**src/rtl/s_machine_pkg.sv**
```systemverilog
// Shared definitions for the S-Machine load/store path: operand widths,
// request opcodes and the sequencer state encoding.
package s_machine_pkg;

  localparam int ADDR_W = 8;
  localparam int DATA_W = 16;

  typedef enum logic [1:0] {
    OP_LOAD  = 2'b00,
    OP_STORE = 2'b01,
    OP_PUSH  = 2'b10,
    OP_POP   = 2'b11
  } op_e;

  typedef enum logic [2:0] {
    IDLE,
    SETUP,
    WRITE,
    HOLD,
    CAPTURE,
    RESP
  } state_e;

  function automatic logic is_write(input op_e op);
    return (op == OP_STORE) || (op == OP_PUSH);
  endfunction

endpackage

```
**src/rtl/lsu_stack_ptr.sv**
```systemverilog
// Hardware stack pointer for the load/store unit: a downward-growing stack
// with full/empty flags and single-step commit.
module lsu_stack_ptr
  import s_machine_pkg::*;
#(
  parameter logic [ADDR_W-1:0] STACK_TOP   = 8'hFF,
  parameter logic [ADDR_W-1:0] STACK_LIMIT = 8'hC0
) (
  input  logic              clk,
  input  logic              rst,
  input  logic              inc,
  input  logic              dec,
  output logic [ADDR_W-1:0] sp,
  output logic [ADDR_W-1:0] sp_plus_one,
  output logic              full,
  output logic              empty
);

  // The sequencer never asks for both directions in one cycle; inc wins anyway.
  always_ff @(posedge clk) begin
    if (rst) begin
      sp <= STACK_TOP;
    end else if (inc) begin
      sp <= sp + 8'd1;
    end else if (dec) begin
      sp <= sp - 8'd1;
    end
  end

  assign sp_plus_one = sp + 8'd1;
  assign full        = (sp < STACK_LIMIT);
  assign empty       = (sp == STACK_TOP);

endmodule

```
**src/rtl/load_store_unit.sv**
```systemverilog
// Load/store sequencer between the execute stage and a level-sensitive
// 256x16 data memory; owns the glitch-free memory drive and the stack pointer.
module load_store_unit
  import s_machine_pkg::*;
#(
  parameter logic [ADDR_W-1:0] STACK_TOP   = 8'hFF,
  parameter logic [ADDR_W-1:0] STACK_LIMIT = 8'hC0
) (
  input  logic              clk,
  input  logic              rst,
  input  logic              req_valid,
  output logic              req_ready,
  input  logic [1:0]        req_op,
  input  logic [ADDR_W-1:0] req_addr,
  input  logic [DATA_W-1:0] req_wdata,
  output logic              resp_valid,
  output logic [DATA_W-1:0] resp_rdata,
  output logic              resp_err,
  output logic [ADDR_W-1:0] sp_out,
  output logic [ADDR_W-1:0] mem_addr,
  output logic              mem_read_write,
  output logic [DATA_W-1:0] mem_data_in,
  input  logic [DATA_W-1:0] mem_data_out
);

  state_e            state;
  op_e               op_q;
  op_e               op_in;
  logic              sp_inc;
  logic              sp_dec;
  logic [ADDR_W-1:0] sp;
  logic [ADDR_W-1:0] sp_plus_one;
  logic              full;
  logic              empty;
  logic              req_err;
  logic [ADDR_W-1:0] eff_addr;

  lsu_stack_ptr #(
    .STACK_TOP  (STACK_TOP),
    .STACK_LIMIT(STACK_LIMIT)
  ) u_stack_ptr (
    .clk        (clk),
    .rst        (rst),
    .inc        (sp_inc),
    .dec        (sp_dec),
    .sp         (sp),
    .sp_plus_one(sp_plus_one),
    .full       (full),
    .empty      (empty)
  );

  assign op_in   = op_e'(req_op);
  assign sp_out  = sp;
  assign req_err = ((op_in == OP_PUSH) && full) || ((op_in == OP_POP) && empty);

  always_comb begin
    eff_addr = req_addr;
    case (op_in)
      OP_PUSH: eff_addr = sp;
      OP_POP:  eff_addr = sp_plus_one;
      default: eff_addr = req_addr;
    endcase
  end

  // SP moves on the edge that enters RESP; faulted requests never reach these states.
  assign sp_inc = (state == CAPTURE) && (op_q == OP_POP);
  assign sp_dec = (state == HOLD) && (op_q == OP_PUSH);

  always_ff @(posedge clk) begin
    if (rst) begin
      state          <= IDLE;
      req_ready      <= 1'b1;
      op_q           <= OP_LOAD;
      mem_addr       <= '0;
      mem_read_write <= 1'b0;
      mem_data_in    <= '0;
      resp_valid     <= 1'b0;
      resp_err       <= 1'b0;
      resp_rdata     <= '0;
    end else begin
      resp_valid <= 1'b0;
      resp_err   <= 1'b0;
      case (state)
        IDLE: begin
          if (req_valid) begin
            op_q      <= op_in;
            req_ready <= 1'b0;
            if (req_err) begin
              state      <= RESP;
              resp_valid <= 1'b1;
              resp_err   <= 1'b1;
            end else begin
              // Address and data settle here, a full cycle before any write strobe.
              state    <= SETUP;
              mem_addr <= eff_addr;
              if (is_write(op_in)) begin
                mem_data_in <= req_wdata;
              end
            end
          end
        end
        SETUP: begin
          if (is_write(op_q)) begin
            state          <= WRITE;
            mem_read_write <= 1'b1;
          end else begin
            state <= CAPTURE;
          end
        end
        WRITE: begin
          state          <= HOLD;
          mem_read_write <= 1'b0;
        end
        HOLD: begin
          state      <= RESP;
          resp_valid <= 1'b1;
        end
        CAPTURE: begin
          state      <= RESP;
          resp_rdata <= mem_data_out;
          resp_valid <= 1'b1;
        end
        RESP: begin
          state     <= IDLE;
          req_ready <= 1'b1;
        end
        default: begin
          state          <= IDLE;
          req_ready      <= 1'b1;
          mem_read_write <= 1'b0;
        end
      endcase
    end
  end

endmodule

```
**config.mk**
```make
export PLATFORM = sky130hd
export DESIGN_NAME = load_store_unit
export DESIGN_NICKNAME = d
export VERILOG_FILES = /design/src/rtl/s_machine_pkg.sv /design/src/rtl/lsu_stack_ptr.sv /design/src/rtl/load_store_unit.sv
export SDC_FILE = /design/constraint.sdc
export NUM_CORES = 1
export LEC_CHECK = 0
export ABC_CLOCK_PERIOD_IN_PS = 2200
export BUFFER_PORTS_ARGS = -buffer_cell sky130_fd_sc_hd__buf_4
export CORE_MARGIN = 2
export CORE_UTILIZATION = 48
export DETAILED_ROUTE_END_ITERATION = 12
export PLACE_DENSITY = 0.89
export RECOVER_POWER = 100
export SYNTH_ARGS = -nofsm -noshare
export SYNTH_HDL_FRONTEND = slang
export SYNTH_SLANG_ARGS = --single-unit
```
**constraint.sdc**
```tcl
create_clock -name clk -period 2.2 [get_ports clk]
set_input_delay 0.33 -clock clk [delete_from_list [all_inputs] [get_ports clk]]
set_output_delay 0.33 -clock clk [all_outputs]
set_load 0.01 [all_outputs]
```
==> impl_metrics.toml, run 1 <==
[sta]
timing.final.max_slew_violations = 0
rsz0062_at_grt = "no"
setup_viol = 0
slew_headroom_pct = 43.74
hold_viol = 0
worstMarginPinSlew_ns = 0.8325
fmax_ghz = 0.5007
timing.hold.ws_ns = 0.2223
setup_tns_ns = 0
finalCritPeriodShare_pct = 90.78
period_needed_ns = 1.997
finalClockSkew_ns = 0.009381

[yosys]
avgSynthCellArea_um2 = 8.492
syn-num-nets = 352
ys_seq_area_share_pct = 44.64
yosysWarnings = 0
dominantRegCellSynth = "dfxtp_1"
synthCells = 301
syn_area_mm2 = 0.002556
ys_ff_latch = 57
async_flop_share_pct = 0
synth-edff-count = 0
synth_cell_types = 49

[route]
wl_mm = 6.797
drtAntennaViolNets = 0
post-route-drc-count = 0
route.vias.total = 2555
first_iter_violations = 280
routed_via_density = 5.413
drt_first_pass_iters = 4
wl_per_cell_um = 14.40

[clock_tree]
h-tree-depth = 3
cts_buffers = 9
ctsResizeCount = 0
root_buffer = "clkbuf_8"
postCtsSetupRepairBufs = 0
cts_hold_buf = 0
tritoncts = "done"
clkTransAtPathRegs_ns = 0.07
clk_path_buf_depth = 2
clock_latency_ns = 0.34
cts.sinks = 57

[critical_path]
worstReg2RegStart = "u_stack_ptr.sp[0]$_SDFFE_PP1P_"
cp_slowest_cell = "a2111o_1"
rr_worst_depth = 6
end_kind = "flip-flop"
r2r_slack_ns = 0.20
reg2reg_to = "mem_data_in[6]$_SDFFE_PP0P_"
crit_path_cell_trace = "ha_1 > and4_1 > a2111o_1 > buf_4 > mux2i_1 > nor2_1"
path_max_fanout = 16
worstSetupPathType = "flip-flop to flip-flop"
crit_arrival_ns = 2.20
max_stage_delay_ns = 0.43
startpoint = "u_stack_ptr.sp[0]$_SDFFE_PP1P_"
start_kind = "flip-flop"
worstPathRequired_ns = 2.40

[grt]
track_usage_pct = 24.03
overflow = 0
grt_pass1_wl_mm = 11.43
grt_start_max_net_pins = 46
grt_pass1_vias = 2550
antenna_found_initial = 0

[floorplan]
ios = 97
dieArea_mm2 = 0.005925
rows = 26
die_y_um = 76.98
start_util_pct = 50.05
core_area_mm2 = 0.005107
die_x_um = 76.98

[power_and_ir_drop]
p_leak_nw = 1.452
ir_worst_vdd_mv = 0.5260
finalPower_mw = 2.501
power.density_mw_per_mm2 = 753.7

[cells_and_area]
drive_above_1_share_pct = 17.41
final_cells = 472
fill_cells = 478
seq_area_mm2 = 0.001141
syn_to_final_growth_pct = 29.81
utilization_pct = 64.97
antennaDiodeCount = 0
final_net_count = 448
multi_input_area_mm2 = 0.001274

[placement]
dp_cells = 456
port_buffers = 96
finalWeightedCongestion = 0.8620
hpwl_mm = 4.784

[hold_path]
min_path_cells = 3
hold_path_end = "mem_data_in[12]$_SDFFE_PP0P_"
min_from = "req_wdata[12]"
hp-class = "input port to flip-flop"

[job]
cap_violations = 0

[run_status]
status = "complete, no violations"
report_power, final:
part	leakage, nW	total (mW)	switching [mW]	internal, mW
Sequential	0.464	1.15	0.0422	1.11
Combinational	0.896	0.453	0.257	0.196
Clock	0.0911	0.894	0.431	0.463
final cells by class:
cell class / count / share of cell area (%)
multi-input cells: 213 / 38.39
flip-flops and latches: 57 / 34.39
repair buffers: 107 / 18.10
clock buffers: 11 / 4.563
well taps: 70 / 2.640
inverters: 9 / 1.018
clock inverters: 5 / 0.9050
cells in the final DEF (no fill, tap or decap), types with 4 or more instances in the layout:
master,count
dfxtp_1,57
clkbuf_1,54
buf_4,53
nand2_1,44
a21oi_1,29
nor2_1,27
mux2i_1,19
o21ai_0,15
clkbuf_8,11
inv_1,9
nor3_1,9
nand3_1,8
ha_1,6
a31oi_1,4
a21o_1,4
per-layer routing:
| layer | part of all wire [%] | global-route usage (%) | vias to the layer above |
|---|---|---|---|
| met5 | 0 | 0 | - |
| met4 | 1.8 | 12.86 | 0 |
| met3 | 7.7 | 6.824 | 11 |
| met2 | 50 | 40.79 | 108 |
| met1 | 41 | 27.31 | 1179 |
| li1 | - | - | 1257 |
through the flow:
| stage | setup slack [ns] | instance area (µm²) |
|---|---|---|
| 2_1_floorplan | 0.2705 | 2556 |
| 3_3_place_gp | 0.2482 | 3344 |
| 3_5_place_dp | 0.1094 | 3344 |
| 4_1_cts | 0.2045 | 3526 |
| 5_1_grt | 0.1315 | 3318 |
| 6_report | 0.2028 | 3318 |
synth_stat cells, types with 3 or more instances:
| master | instances | share of area [%] |
|---|---|---|
| dfxtp_1 | 57 | 45 |
| nand2_1 | 44 | 6.5 |
| a21oi_1 | 29 | 5.7 |
| nor2_1 | 27 | 4.0 |
| mux2i_1 | 19 | 7.4 |
| clkbuf_1 | 16 | 2.3 |
| o21ai_0 | 15 | 2.9 |
| inv_1 | 9 | 1.3 |
| nor3_1 | 9 | 1.8 |
| nand3_1 | 8 | 1.6 |
| ha_1 | 6 | 2.9 |
| a21o_1 | 4 | 1.2 |
| a31oi_1 | 4 | 0.98 |
| buf_2 | 4 | 0.78 |
| nor4_1 | 3 | 0.73 |
| o21ai_1 | 3 | 0.59 |
| or3_1 | 3 | 0.73 |
worst max-delay path: cells and delay by family, from the launching register on:
family / cells / cell delay, ns
buffers and inverters: 1 / 0.24
adder cells (fa/ha/maj): 1 / 0.26
AND/OR/NAND/NOR: 2 / 0.32
AO/OA/AOI/OAI: 1 / 0.43
multiplexers: 1 / 0.21
flip-flops: 1 / 0.41
kinds of logic (layout without fill, tap and decap cells):
kind of cell	Yosys count	after routing	share of synthesized area (%)
AND/OR/NAND/NOR	110	110	20.51
AO/OA/AOI/OAI	76	76	18.45
flip-flops	57	57	44.64
buffers and inverters	31	132	5.335
multiplexers	19	19	7.440
adder cells (fa/ha/maj)	6	6	2.937
XOR/XNOR	2	2	0.6854
sequential cells by signal, summed over array words and instances (netlist names):
| register | flops |
|---|---|
| resp_rdata | 16 |
| resp_valid | 1 |
| req_ready | 1 |
| mem_addr | 8 |
| mem_read_write | 1 |
| state | 3 |
| mem_data_in | 16 |
| resp_err | 1 |
| op_q | 2 |
| u_stack_ptr.sp | 8 |
how the worst max path moves through the flow:
stage	end	slack (ns)
after floorplan	mem_data_in[6]$_SDFFE_PP0P_	0.27
after global routing	mem_data_in[6]$_SDFFE_PP0P_	0.13
after CTS	mem_data_in[6]$_SDFFE_PP0P_	0.20
after detailed placement	mem_data_in[6]$_SDFFE_PP0P_	0.11
after global placement	mem_data_in[1]$_SDFFE_PP0P_	0.25
final	mem_data_in[6]$_SDFFE_PP0P_	0.20
Power figures use the tool's default switching activity.
==> run 2, diff against run 1 <==
- GPL_TIMING_DRIVEN: unset -> 0
==> impl_metrics.toml, run 2 (synthesized netlist as in run 1, its figures left out) <==
[cells_and_area]
reg_top3 = "mem_data_in x16, resp_rdata x16"
final_cells = 480
final_cell_area_mm2 = 0.003338
drive_above_1_share_pct = 16.10
final_net_count = 457
syn_to_final_growth_pct = 30.59
utilization_pct = 65.36
final_common_cell = "clkbuf_1"
antennaDiodeCount = 0
mostFrequentLayoutCells = "clkbuf_1 (67), dfxtp_1 (57), nand2_1 (44)"

[clock_tree]
clk_path_buf_depth = 2
h-tree-depth = 3
root_buffer = "clkbuf_8"
cts.sinks = 57
clkTransAtPathRegs_ns = 0.06
cts_buffers = 9
postCtsSetupRepairBufs = 0
tritoncts = "done"
cts_hold_buf = 0
clock_latency_ns = 0.33

[floorplan]
core_area_mm2 = 0.005107
die_x_um = 76.98
rows = 26
dieArea_mm2 = 0.005925
ios = 97
die_y_um = 76.98
start_util_pct = 50.05

[sta]
finalCritPeriodShare_pct = 90.30
setup_tns_ns = 0
timing.final.max_slew_violations = 0
hold_viol = 0
worstMarginPinSlew_ns = 0.7014
period_needed_ns = 1.987
rsz0062_at_grt = "no"
finalClockSkew_ns = 0.007709
fmax_ghz = 0.5034
setup_slack_ns = 0.2134
timing.hold.ws_ns = 0.2320
setup_viol = 0
slew_headroom_pct = 52.88

[grt]
grt_start_max_net_pins = 11
overflow = 0
antenna_found_initial = 0
grt_pass1_wl_mm = 10.63
grt_pass1_vias = 2409
track_usage_pct = 22.18

[placement]
dp_cells = 466
dp_slack_ns = 0.1217
hpwl_mm = 4.843
finalWeightedCongestion = 0.9078
port_buffers = 95
place_area_mm2 = 0.003357

[power_and_ir_drop]
ir_worst_vdd_mv = 0.4407
finalPower_mw = 2.485
p_leak_nw = 1.457
power.density_mw_per_mm2 = 744.5

[route]
routed_via_density = 5.306
post-route-drc-count = 0
first_iter_violations = 133
highest_layer = "met4"
wl_mm = 6.503
drt-met1-wl_mm = 2.702
drtAntennaViolNets = 0
route.vias.total = 2547
wl_per_cell_um = 13.55
wl_met2_mm = 3.166
wl_met3_um = 587
drt_first_pass_iters = 4

[critical_path]
worstSetupPathType = "flip-flop to flip-flop"
max_stage_delay_ns = 0.32
path_max_fanout = 10
r2r_slack_ns = 0.21
cp_slowest_cell = "dfxtp_1"
worstPathRequired_ns = 2.40
reg2reg_to = "mem_data_in[7]$_SDFFE_PP0P_"
worst_path_most_repeated_cell = "buf_6"
crit_path_cell_trace = "buf_2 > and4_1 > clkbuf_1 > a2111o_1 > buf_6 > buf_6 > mux2i_1 > nor2_1"
rr_worst_depth = 8
crit_family = "buffers and inverters"
critical_path_buf_inv_count = 4
crit_arrival_ns = 2.19
end_kind = "flip-flop"
worstReg2RegStart = "u_stack_ptr.sp[3]$_SDFFE_PP1P_"
start_kind = "flip-flop"

[hold_path]
min_from = "req_wdata[14]"
hold_path_end = "mem_data_in[14]$_SDFFE_PP0P_"
hp-class = "input port to flip-flop"
min_path_cells = 3

[job]
cap_violations = 0

[run_status]
status = "complete, no violations"
[run 2: changes by cell type in the layout (fill, tap and decap cells not counted), sizes merged]
cell	before	now
buf	53	49
clkbuf	65	79
clkinvlp	2	0
[run 2: cell type report]
type / count / area (µm²)
clock inverters: 3 / 15.01
clock buffers: 12 / 165.2
plain buffers: 21 / 98.84
inverters: 9 / 33.78
fillers: 483 / 1769
well taps: 70 / 87.58
repair buffers: 95 / 518.0
multi-input cells: 213 / 1279
flip-flops and latches: 57 / 1141
[run 2: power breakdown]
group,switching [mW],internal (mW),total (mW)
clock network,0.388,0.488,0.876
registers,0.0432,1.11,1.16
logic,0.257,0.197,0.454
[run 2: worst reg2reg max path, cell delays in order, from the launching register on]
cell and delay [ns]:
dfxtp_1 0.32, buf_2 0.20, and4_1 0.20, clkbuf_1 0.32
a2111o_1 0.23, buf_6 0.15, buf_6 0.18, mux2i_1 0.20
nor2_1 0.06
[run 2: worst max-delay path by stage]
stage,from,endpoint,depth (start not counted)
after floorplan,u_stack_ptr.sp[0]$_SDFFE_PP1P_,mem_data_in[6]$_SDFFE_PP0P_,8
final,u_stack_ptr.sp[3]$_SDFFE_PP1P_,mem_data_in[7]$_SDFFE_PP0P_,8
after global routing,state[2]$_SDFFE_PP0P_,resp_rdata[11]$_SDFFE_PP0N_,6
after detailed placement,req_op[0],mem_data_in[15]$_SDFFE_PP0P_,8
after CTS,u_stack_ptr.sp[0]$_SDFFE_PP1P_,mem_data_in[15]$_SDFFE_PP0P_,8
after global placement,req_op[0],mem_data_in[13]$_SDFFE_PP0P_,8
[run 2: routing by layer]
layer	GRT usage (%)	vias up
li1	-	1272
met2	36.93	104
met1	25.48	1167
met5	0	-
met4	10.54	0
met3	7.647	4
[run 2: repair_timing]
item | CTS | global route
resized for setup | 0 | 0
endpoints found under the setup margin | 0 | 2
endpoints found under the hold margin | 0 | 0
